--- src/rtl/seg7_scan_driver.sv ---
// Time-multiplexed common-anode seven-segment driver with double-buffered frame data,
// per-digit enable/decimal point and leading-zero suppression.
module seg7_scan_driver #(
    parameter int NUM_DIGITS      = 8,
    parameter int TICKS_PER_DIGIT = 100000
) (
    input  logic                      clk,
    input  logic                      rst_n,
    input  logic [4*NUM_DIGITS-1:0]   data_in,
    input  logic [NUM_DIGITS-1:0]     dp_in,
    input  logic [NUM_DIGITS-1:0]     digit_en,
    input  logic                      blank_zeros,
    input  logic                      load,
    output logic                      load_ack,
    output logic [6:0]                seg,
    output logic                      dp,
    output logic [NUM_DIGITS-1:0]     anode
);

    localparam int TW = (TICKS_PER_DIGIT > 1) ? $clog2(TICKS_PER_DIGIT) : 1;
    localparam int IW = (NUM_DIGITS > 1) ? $clog2(NUM_DIGITS) : 1;
    localparam logic [TW-1:0] TICK_LAST = TW'(TICKS_PER_DIGIT - 1);
    localparam logic [IW-1:0] IDX_LAST  = IW'(NUM_DIGITS - 1);

    function automatic logic [6:0] hex_decode(input logic [3:0] nib);
        logic [6:0] s;
        case (nib)
            4'h0:    s = 7'b0000001;
            4'h1:    s = 7'b1001111;
            4'h2:    s = 7'b0010010;
            4'h3:    s = 7'b0000110;
            4'h4:    s = 7'b1001100;
            4'h5:    s = 7'b0100100;
            4'h6:    s = 7'b0100000;
            4'h7:    s = 7'b0001111;
            4'h8:    s = 7'b0000000;
            4'h9:    s = 7'b0000100;
            4'hA:    s = 7'b0001000;
            4'hB:    s = 7'b1100000;
            4'hC:    s = 7'b0110001;
            4'hD:    s = 7'b1000010;
            4'hE:    s = 7'b0110000;
            4'hF:    s = 7'b0111000;
            default: s = 7'b1111111;
        endcase
        return s;
    endfunction

    logic [TW-1:0]           tick_cnt_r;
    logic [IW-1:0]           idx_r;
    logic [4*NUM_DIGITS-1:0] pend_data_r, act_data_r;
    logic [NUM_DIGITS-1:0]   pend_dp_r, pend_en_r, act_dp_r, act_en_r;
    logic                    pend_bz_r, act_bz_r, pend_valid_r;
    logic                    load_ack_r, dp_r;
    logic [6:0]              seg_r;
    logic [NUM_DIGITS-1:0]   anode_r;

    logic                    slot_end_s, frame_end_s, zero_above_s;
    logic [NUM_DIGITS-1:0]   zblank_s, anode_s;
    logic [6:0]              seg_s;
    logic                    dp_s;

    assign slot_end_s  = (tick_cnt_r == TICK_LAST);
    assign frame_end_s = slot_end_s && (idx_r == IDX_LAST);

    // Scan position: tick within the slot and the digit being driven.
    always_ff @(posedge clk or negedge rst_n) begin
        if (!rst_n) begin
            tick_cnt_r <= {TW{1'b0}};
            idx_r      <= {IW{1'b0}};
        end else if (slot_end_s) begin
            tick_cnt_r <= {TW{1'b0}};
            idx_r      <= (idx_r == IDX_LAST) ? {IW{1'b0}} : idx_r + IW'(1);
        end else begin
            tick_cnt_r <= tick_cnt_r + TW'(1);
        end
    end

    // Pending shadow set; a load on the boundary cycle stays pending for the next frame.
    always_ff @(posedge clk or negedge rst_n) begin
        if (!rst_n) begin
            pend_data_r  <= {(4*NUM_DIGITS){1'b0}};
            pend_dp_r    <= {NUM_DIGITS{1'b0}};
            pend_en_r    <= {NUM_DIGITS{1'b0}};
            pend_bz_r    <= 1'b0;
            pend_valid_r <= 1'b0;
        end else if (load) begin
            pend_data_r  <= data_in;
            pend_dp_r    <= dp_in;
            pend_en_r    <= digit_en;
            pend_bz_r    <= blank_zeros;
            pend_valid_r <= 1'b1;
        end else if (frame_end_s) begin
            pend_valid_r <= 1'b0;
        end
    end

    // Active set only changes at the frame boundary so a frame never mixes data.
    always_ff @(posedge clk or negedge rst_n) begin
        if (!rst_n) begin
            act_data_r <= {(4*NUM_DIGITS){1'b0}};
            act_dp_r   <= {NUM_DIGITS{1'b0}};
            act_en_r   <= {NUM_DIGITS{1'b0}};
            act_bz_r   <= 1'b0;
            load_ack_r <= 1'b0;
        end else begin
            if (frame_end_s && pend_valid_r) begin
                act_data_r <= pend_data_r;
                act_dp_r   <= pend_dp_r;
                act_en_r   <= pend_en_r;
                act_bz_r   <= pend_bz_r;
            end
            load_ack_r <= frame_end_s && pend_valid_r;
        end
    end

    // Leading-zero mask: digit i blanks when it and every higher nibble are zero.
    always_comb begin
        zblank_s     = {NUM_DIGITS{1'b0}};
        zero_above_s = 1'b1;
        for (int i = NUM_DIGITS - 1; i >= 0; i--) begin
            zero_above_s = zero_above_s & (act_data_r[4*i +: 4] == 4'h0);
            zblank_s[i]  = act_bz_r & zero_above_s & (i != 0);
        end
    end

    // Next output values; tick 0 is the dead time between digits.
    always_comb begin
        seg_s   = 7'b1111111;
        dp_s    = 1'b1;
        anode_s = {NUM_DIGITS{1'b1}};
        if (tick_cnt_r != {TW{1'b0}}) begin
            for (int i = 0; i < NUM_DIGITS; i++) begin
                anode_s[i] = (idx_r != IW'(i));
            end
            seg_s = (act_en_r[idx_r] && !zblank_s[idx_r])
                    ? hex_decode(act_data_r[{idx_r, 2'b00} +: 4]) : 7'b1111111;
            dp_s  = ~(act_dp_r[idx_r] & act_en_r[idx_r]);
        end else begin
            seg_s   = 7'b1111111;
            dp_s    = 1'b1;
            anode_s = {NUM_DIGITS{1'b1}};
        end
    end

    // Output register.
    always_ff @(posedge clk or negedge rst_n) begin
        if (!rst_n) begin
            seg_r   <= 7'b1111111;
            dp_r    <= 1'b1;
            anode_r <= {NUM_DIGITS{1'b1}};
        end else begin
            seg_r   <= seg_s;
            dp_r    <= dp_s;
            anode_r <= anode_s;
        end
    end

    assign seg      = seg_r;
    assign dp       = dp_r;
    assign anode    = anode_r;
    assign load_ack = load_ack_r;

endmodule

--- config.mk ---
export PLATFORM = sky130hd
export DESIGN_NAME = seg7_scan_driver
export DESIGN_NICKNAME = d
export VERILOG_FILES = /design/src/rtl/seg7_scan_driver.sv
export SDC_FILE = /design/constraint.sdc
export NUM_CORES = 1
export LEC_CHECK = 0
export ABC_AREA = 1
export ABC_CLOCK_PERIOD_IN_PS = 2050
export BUFFER_PORTS_ARGS = -buffer_cell sky130_fd_sc_hd__buf_2
export CAP_MARGIN = 20
export CORE_MARGIN = 1
export CORE_UTILIZATION = 58
export CTS_CLUSTER_DIAMETER = 120
export CTS_CLUSTER_SIZE = 14
export DETAILED_ROUTE_END_ITERATION = 8
export PLACE_DENSITY_LB_ADDON = 0.3
export SYNTH_ARGS = -nofsm -noshare
export SYNTH_HDL_FRONTEND = slang
export SYNTH_SLANG_ARGS = --single-unit
--- constraint.sdc ---
create_clock -name clk -period 2.05 [get_ports clk]
set_input_delay 0.41 -clock clk [delete_from_list [all_inputs] [get_ports clk]]
set_output_delay 0.41 -clock clk [all_outputs]
set_load 0.05 [all_outputs]
**Yosys cells after proc, flatten, opt, wreduce, memory -nomap -nowiden**

Memories as Yosys holds them, arrays and structs flattened.
Index checks and enable logic that the tools add are counted.

- Add/subtract/negate cells: 2
- $mul: 0
- Div/mod/pow operators: 0
- Order comparisons: 1
- Equality and inequality tests: 9
- Shift-type cells: 1
- Mux-type cells: 14
- Bitwise operators: 15
- Reductions and logical operators: 14

Operator list:

| cell | number |
|---|---|
| variable part select 32 x 6 -> 4 bit | 1 |
| logical NOT 4 bit | 7 |
| adder 17 x 1 -> 17 bit (second input constant) | 1 |
| equality test 17 bit (second input constant) | 1 |
| two-way mux 17 bit | 1 |
| nonzero test 17 bit | 1 |
| AND 1 bit | 14 |
| two-way mux 7 bit | 2 |
| != test 3 bit (second input constant) | 4 |
| binary-select mux 1 bit (select 3 bit) | 3 |
| two-way mux 8 bit | 1 |
| two-way mux 1 bit | 6 |
| != test 3 x 2 -> 1 bit (second input constant) | 2 |
| < comparator 3 x 4 -> 1 bit (second input constant) | 1 |
| adder 3 x 1 -> 3 bit (second input constant) | 1 |
| equality test 3 bit (second input constant) | 1 |
| logical AND 1 bit | 3 |
| two-way mux 3 bit | 1 |
| != test 3 x 1 -> 1 bit (second input constant) | 1 |
| nonzero test 3 bit | 1 |
| nonzero test 2 bit | 1 |
| logical NOT 1 bit | 1 |
| inverter 1 bit | 1 |

- Register bits: 136
- Latch bits: 0
- Bits in writable memories: 0
- Bits in read-only memories: 112
- Input bits: 52
- Output and inout port bits: 17
- Logic and storage cells: 72
- Memories: 1

Memories:

| memory | words | width | rd ports | clocked after Yosys merged registers in | write ports | line | RTL |
|---|---|---|---|---|---|---|---|
| (no name shown) | 16 | 7 | 1 | 0 | 0 | 27 | `case (nib)` |

**Longest topological paths before layout**

Gate-level depths: netlist of run 1.

- Depth in word-level cells: 14
- Depth in mapped cells: 13
- Gate-level depth less buffers: 12

**Worst setup path before layout of run 1**

No wires, ideal clock.

- Path kind: register to register
- Start: register idx_r[0]
- End: register seg_r[1], in the netlist seg[1]
- Library setup time: 86 ps
- Arrival: 1738 ps
- Required time: 1964 ps
- Path slack: 225 ps
- Stages on the path, launching flop included: 13
- Path buffers: 1
- Period minus slack after synthesis: 1825 ps
- Cell sequence: dfrtp_1 > inv_1 > buf_1 > nand2_1 > nand3_1 > nand3_1 > nand2_1 > inv_1 > ha_1 > nand3_1 > nand2_1 > nand2_1 > nand3_1

- Cells in the longest elaborated chain, start to end: 6
- Elaborated cells on any way between the ends: 10
- Those cells by class: 1 x shift; 6 x mux; 2 x reduce/logical; 1 x memory

Ends and longest elaborated chain:

| element | line | RTL |
|---|---|---|
| start: declaration | 50 | `logic [IW-1:0] idx_r;` |
| start signal: assignment | 70 | `idx_r <= {IW{1'b0}};` |
| start signal: assignment | 73 | `idx_r <= (idx_r == IDX_LAST) ? {IW{1'b0}} : idx_r + IW'(1);` |
| branches (longest 4 deep; another with memory (16 x 7 bit)) | n/a |  |
| two-way mux 7 bit * | 137 | `? hex_decode(act_data_r[{idx_r, 2'b00} +: 4]) : 7'b1111111;` |
| two-way mux 7 bit * | 132 | `if (tick_cnt_r != {TW{1'b0}}) begin` |
| via seg_s[1] | 60 | `logic [6:0] seg_s;` |
| end signal: assignment | 153 | `seg_r <= seg_s;` |
| end: declaration | 55 | `logic [6:0] seg_r;` |

Mark *: on every way through the listed nets, which the timed path passes. The select of a mux whose other input is x is not followed.
A chain may end at the register's enable or synchronous reset.

**Worst setup path after layout of run 1**

- Start: register idx_r[0]
- End: register seg_r[5], in the netlist seg[5]

Same word-level chain as after synthesis.

==> results of run 1 <==
[synth_stat cells (3+ instances only)]
library cell / number
nand2_1: 374
dfrtp_1: 120
nand3_1: 104
inv_1: 67
nor2_1: 52
clkbuf_1: 21
o21ai_0: 17
dfstp_2: 16
ha_1: 14
buf_2: 11
a21oi_1: 7
nand4_1: 7
xor2_1: 5
inv_2: 3
nor2_4: 3
nor3_1: 3
[power breakdown]
part	internal [mW]	switching (mW)	total, mW
clock network	1.92	1.14	3.06
logic	0.0869	0.139	0.226
registers	2.77	0.0500	2.82
total	4.78	1.33	6.10
[worst max-delay path, cell delays in order (launching register included)]
cell	delay, ps
dfrtp_1	410
inv_1	160
buf_12	180
nand2_1	70
nand3_1	80
nand3_1	260
nand2_1	330
inv_1	120
nand3_1	110
nand3_1	90
[flip-flops by register name, indices dropped and copies added (netlist names), 3 cells and up]
name,count
anode,8
act_dp_r,8
pend_data_r,32
act_data_r,32
pend_en_r,8
idx_r,3
tick_cnt_r,17
pend_dp_r,8
seg,7
act_en_r,8
[cells by family after synthesis]
group,count (synthesis),synth area share
AOI/OAI and AO/OA,30,0.02529
adders and majority gates,14,0.02703
DFF,136,0.5282
and+or+nand+nor,548,0.3469
xor gates and xnor gates,5,0.006756
buffers and inverters,106,0.06583
[cell type report]
type	count	area, um2
clock buffer	21	449.2
clock inverter	11	146.4
fill	832	3139
inverter	70	262.8
multi-input combinational	597	2636
sequential	136	3423
tap	140	175.2
timing repair buffer	89	608.1
[stage by stage]
stage	cell area [um2]	power, mW	util	hold slack [ps]	std cells
4_1_cts	7641	6.143	0.7049	47.23	1059
3_5_place_dp	7036	3.097	0.6490	412.0	1026
2_1_floorplan	6481	2.952	-	114.4	839
6_report	7701	6.105	0.7104	60.50	1064
5_1_grt	7701	6.330	0.7104	61.06	1064
3_3_place_gp	7036	3.083	0.6490	402.8	1026
[worst paths after layout]
| check | startpoint | end | slack (ps) | cells past startpoint |
|---|---|---|---|---|
| max | idx_r[0] | seg[5] | 150 | 9 |
| min | dp_in[2] | pend_dp_r[2] | 60 | 3 |
| max reg2reg | idx_r[0] | seg[5] | 150 | 9 |
| min reg2reg | act_data_r[30] | act_data_r[30] | 470 | 2 |
| max in group asynchronous | rst_n | act_data_r[3] | 990 | 3 |
| min in group asynchronous | rst_n | tick_cnt_r[7] | 380 | 2 |
[repair_timing]
item                                    4_1_cts  5_1_grt
endpoints found under the hold margin        20        0
endpoints found under the setup margin        0       41
hold buffers                                  1        0
buffers inserted                              0        4
gates resized for setup                       0        2
[per-layer routing]
layer / global-route usage / up-vias
li1: - / 2754
met1: 0.3512 / 2643
met2: 0.4254 / 168
met3: 0.05993 / 32
met4: 0.1164 / 0
met5: 0 / -
==> impl_metrics.json, run 1 <==
{
  "outcome": "finished, final reports clean",
  "tightest_slew_ps": 510.5,
  "path_max_fanout": 23,
  "drcViolationCount": 0,
  "synth.distinct_cells": 27,
  "grt_remaining_overflow": 0,
  "worstSkewPairLatency_ps": 540,
  "synth_flop_cell": "dfrtp_1",
  "numCtsBuffers": 17,
  "cts_tree": "yes",
  "rsz0062_at_grt": "false",
  "synth-async-reset-ratio": 1.000,
  "cts_root_buffer": "clkbuf_8",
  "p_per_area_mw_per_mm2": 792.7,
  "final_cell_mix": "nand2_1, dfrtp_1, nand3_1",
  "dieArea_mm2": 0.01160,
  "portBuffers": 68,
  "cts.sinks": 136,
  "p_leak_nw": 4.208,
  "clockBufferDepth": 2,
  "core_area_mm2": 0.01084,
  "min_period_ps": 1900,
  "ant_nets": 0,
  "finalSetupTns_ps": 0,
  "synthCells": 839,
  "max-slew-margin-rel": 0.6597,
  "yosysTopAreaCell": "dfrtp_1",
  "synth_nets": 905,
  "cts.clk_slew.worst_paths_ps": 60,
  "fmax_mhz": 526.3,
  "synth_top_area_share": 0.4633,
  "grt_pass1_wl_um": 24070,
  "synth_enable_flop_cells": 0,
  "routedWlPerCell_um": 13.22,
  "routed-wl-met2_um": 6758,
  "nets": 977,
  "area_growth_pct": 18.82,
  "hold_viol_final": 0,
  "start_util": 0.5979,
  "firstDrtPassIters": 5,
  "startpoint_type": "flip-flop",
  "ios": 69,
  "first_global_vias": 5362,
  "ys_ff_latch": 136,
  "via_per_inst": 5.260,
  "place.gp.congestion": 0.9115,
  "synth-seq-area-share": 0.5282,
  "wl_met3_um": 697,
  "drt_iter0_drc": 342,
  "mostFrequentLayoutCell": "nand2_1",
  "fin_crit_sh": 0.9268,
  "post-dp-hpwl_um": 9428,
  "htree_levels": 4,
  "synth_area_leaders": "dfrtp_1, nand2_1, nand3_1",
  "path_class": "reg -> reg",
  "vias": 5597,
  "place_ws_ps": 159.6,
  "drive_above_1_share": 0.1569,
  "antenna_found_initial": 0,
  "syn_area_mm2": 0.006481,
  "endpoint_kind": "flip-flop",
  "grt.total_usage": 0.2674,
  "highest_layer": "met4",
  "critPathArrivalTime_ps": 2360,
  "slew_viol_final": 0,
  "die_h_um": 107.7,
  "wl_um": 14070,
  "met1_length_um": 6320,
  "fin_ws_ps": 150.1,
  "finalSetupViolations": 0,
  "grt_start_max_net_pins": 64,
  "peakVddDrop_uv": 539.7,
  "min-delay-path-class": "in -> reg",
  "cp_data_required_time_ps": 2510,
  "cap_violations": 0,
  "num_rows": 38,
  "die_width_um": 107.7,
  "synth.avg_cell_area_um2": 7.725,
  "fin_skew_ps": 5.937,
  "antenna_cells": 0,
  "ys.warnings.count": 0
}
Power figures use the tool's default switching activity.
==> run 2: changes to the inputs <==
--- a/config.mk
+++ b/config.mk
@@ -9,12 +9,15 @@
 export ABC_CLOCK_PERIOD_IN_PS = 2050
 export BUFFER_PORTS_ARGS = -buffer_cell sky130_fd_sc_hd__buf_2
 export CAP_MARGIN = 20
+export CELL_PAD_IN_SITES_DETAIL_PLACEMENT = 1
+export CELL_PAD_IN_SITES_GLOBAL_PLACEMENT = 1
 export CORE_MARGIN = 1
-export CORE_UTILIZATION = 58
+export CORE_UTILIZATION = 43
 export CTS_CLUSTER_DIAMETER = 120
 export CTS_CLUSTER_SIZE = 14
 export DETAILED_ROUTE_END_ITERATION = 8
 export PLACE_DENSITY_LB_ADDON = 0.3
+export RECOVER_POWER = 50
 export SYNTH_ARGS = -nofsm -noshare
 export SYNTH_HDL_FRONTEND = slang
 export SYNTH_SLANG_ARGS = --single-unit
==> run 2 against run 1 <==
Net effect:
- wire length rose by 26%
- largest power group unchanged
- non-clock buffer count grew 2
- the flow now finishes with violations (design-rule violations)
- critical path type unchanged
- clock-buffer cell count shrank 2
- critical endpoint is now act_dp_r[1]
==> impl_metrics.json, run 2 (synthesis gave the netlist of run 1 again) <==
{
  "outcome": "complete, but fails checks",
  "violations": "design-rule violations",
  "place.gp.congestion": 0.8236,
  "ios": 69,
  "cap_violations": 0,
  "worstSkewPairLatency_ps": 430,
  "nets": 979,
  "fin_skew_ps": 9.048,
  "critPathArrivalTime_ps": 2270,
  "cp_data_required_time_ps": 2360,
  "routedWlPerCell_um": 15.93,
  "min_period_ps": 1964,
  "place_area_mm2": 0.007071,
  "area_growth_pct": 20.33,
  "start_util": 0.4426,
  "fin_cells": 1110,
  "drcViolationCount": 9,
  "antenna_cells": 0,
  "portBuffers": 68,
  "clockBufferDepth": 2,
  "final_util": 0.5326,
  "first_global_vias": 6122,
  "htree_levels": 4,
  "cp_cell_sequence": "ha_4, nand2_2, nor2_4, nand3_2, nor2_4, inv_4, nor2_4, nand2_4, buf_12, nand2_2, nand2_1",
  "die_h_um": 124.8,
  "cts_root_buffer": "clkbuf_16",
  "die_width_um": 124.8,
  "num_rows": 44,
  "cts_tree": "yes",
  "worstHoldStart": "dp_in[2]",
  "cp_slowest_cell": "dfrtp_1",
  "fin_crit_sh": 0.9581,
  "slew_viol_final": 0,
  "ant_nets": 0,
  "core_area_mm2": 0.01464,
  "n_fill_cell": 1817,
  "peakVddDrop_uv": 609.7,
  "via_per_inst": 5.152,
  "grt_remaining_overflow": 0,
  "finalSetupViolations": 0,
  "mostFrequentLayoutCell": "nand2_1",
  "final_cell_mix": "nand2_1, dfrtp_1, nand3_1",
  "seq_area_mm2": 0.003425,
  "place_ws_ps": -40.58,
  "crit_path_start": "tick_cnt_r[1]",
  "cts.sinks": 136,
  "largestRegisters": "act_data_r x32, pend_data_r x32, tick_cnt_r x17",
  "grt_start_max_net_pins": 51,
  "max-slew-margin-rel": 0.4570,
  "drive_above_1_share": 0.1695,
  "stdcell_area_mm2": 0.007799,
  "min-delay-path-class": "in -> reg",
  "fmax_mhz": 509.2,
  "rsz0062_at_grt": "true",
  "grt_pass1_wl_um": 29420,
  "reg2reg_from": "tick_cnt_r[1]",
  "crit_top_cell": "nor2_4",
  "p_per_area_mw_per_mm2": 771.0,
  "startpoint_type": "flip-flop",
  "path_max_fanout": 25,
  "hold_viol_final": 0,
  "vias": 5719,
  "p_leak_nw": 4.218,
  "drt_iter0_drc": 260,
  "numCtsBuffers": 17,
  "max_stage_delay_ps": 410,
  "dieArea_mm2": 0.01557,
  "endpoint_kind": "flip-flop",
  "grt.total_usage": 0.2381,
  "path_class": "reg -> reg",
  "antenna_found_initial": 0,
  "firstDrtPassIters": 7,
  "tightest_slew_ps": 813.2,
  "multi_input_area_mm2": 0.002674,
  "dpl.cell_count": 1069,
  "fin_ws_ps": 85.96,
  "post-dp-hpwl_um": 11580,
  "cts.clk_slew.worst_paths_ps": 60,
  "wl_um": 17680
}
[run 2: changes by cell type in the layout (fill, tap and decap cells not counted), sizes merged]
cell / previous run / this run
clkinvlp: 2 / 3
bufinv: 3 / 1
clkbuf: 22 / 21
clkinv: 5 / 6
buf: 87 / 88
inv: 71 / 73
[run 2: timing repair]
action	4_1_cts	5_1_grt
resized for setup	4	14
endpoints found under the hold margin	33	0
pin swaps	0	6
setup buffers	0	6
gates cloned	0	2
endpoints found under the setup margin	4	56
hold buffers	1	0
[run 2: metal layers]
metal,GRT usage,vias up,share of wire
li1,-,2752,-
met1,0.2881,2854,0.42
met2,0.4223,95,0.53
met3,0.05026,18,0.035
met4,0.07480,0,0.011
met5,0,-,0
[run 2: where the power goes]
part	internal [mW]	total (mW)	switching (mW)
logic	0.0872	0.231	0.144
registers	2.77	2.82	0.0528
clock network	1.71	2.96	1.25
total	4.57	6.01	1.44
[run 2: final timing paths]
path | slack, ps | depth (start not counted) | endpoint
max reg2reg | 90 | 11 | act_dp_r[1]
max | 90 | 11 | act_dp_r[1]
min | 170 | 3 | pend_dp_r[2]
min in group asynchronous | 550 | 2 | pend_data_r[29]
min reg2reg | 470 | 2 | pend_data_r[7]
max in group asynchronous | 870 | 3 | seg[0]
[run 2: layout make-up]
| class | count | area share |
|---|---|---|
| well taps | 184 | 0.02952 |
| multi-input cells | 597 | 0.3429 |
| repair buffers | 91 | 0.08150 |
| clock inverters | 13 | 0.01588 |
| inverters | 70 | 0.03433 |
| flip-flops and latches | 136 | 0.4391 |
| clock buffers | 19 | 0.05679 |
[run 2: through the flow]
stage | hold slack, ps | TNS [ps] | total power, mW
3_5_place_dp | 433.3 | -45.56 | 3.108
3_3_place_gp | 415.0 | 0 | 3.089
6_report | 175.0 | 0 | 6.013
5_1_grt | 176.6 | -504.2 | 6.219
2_1_floorplan | 114.4 | 0 | 2.952
4_1_cts | 157.0 | 0 | 6.080
[run 2: critical path, delay by kind of cell (launching register included)]
family / cells / cell delay [ps]
buf+inv: 2 / 240
simple gates: 8 / 1000
fa+ha+maj: 1 / 170
flops: 1 / 410
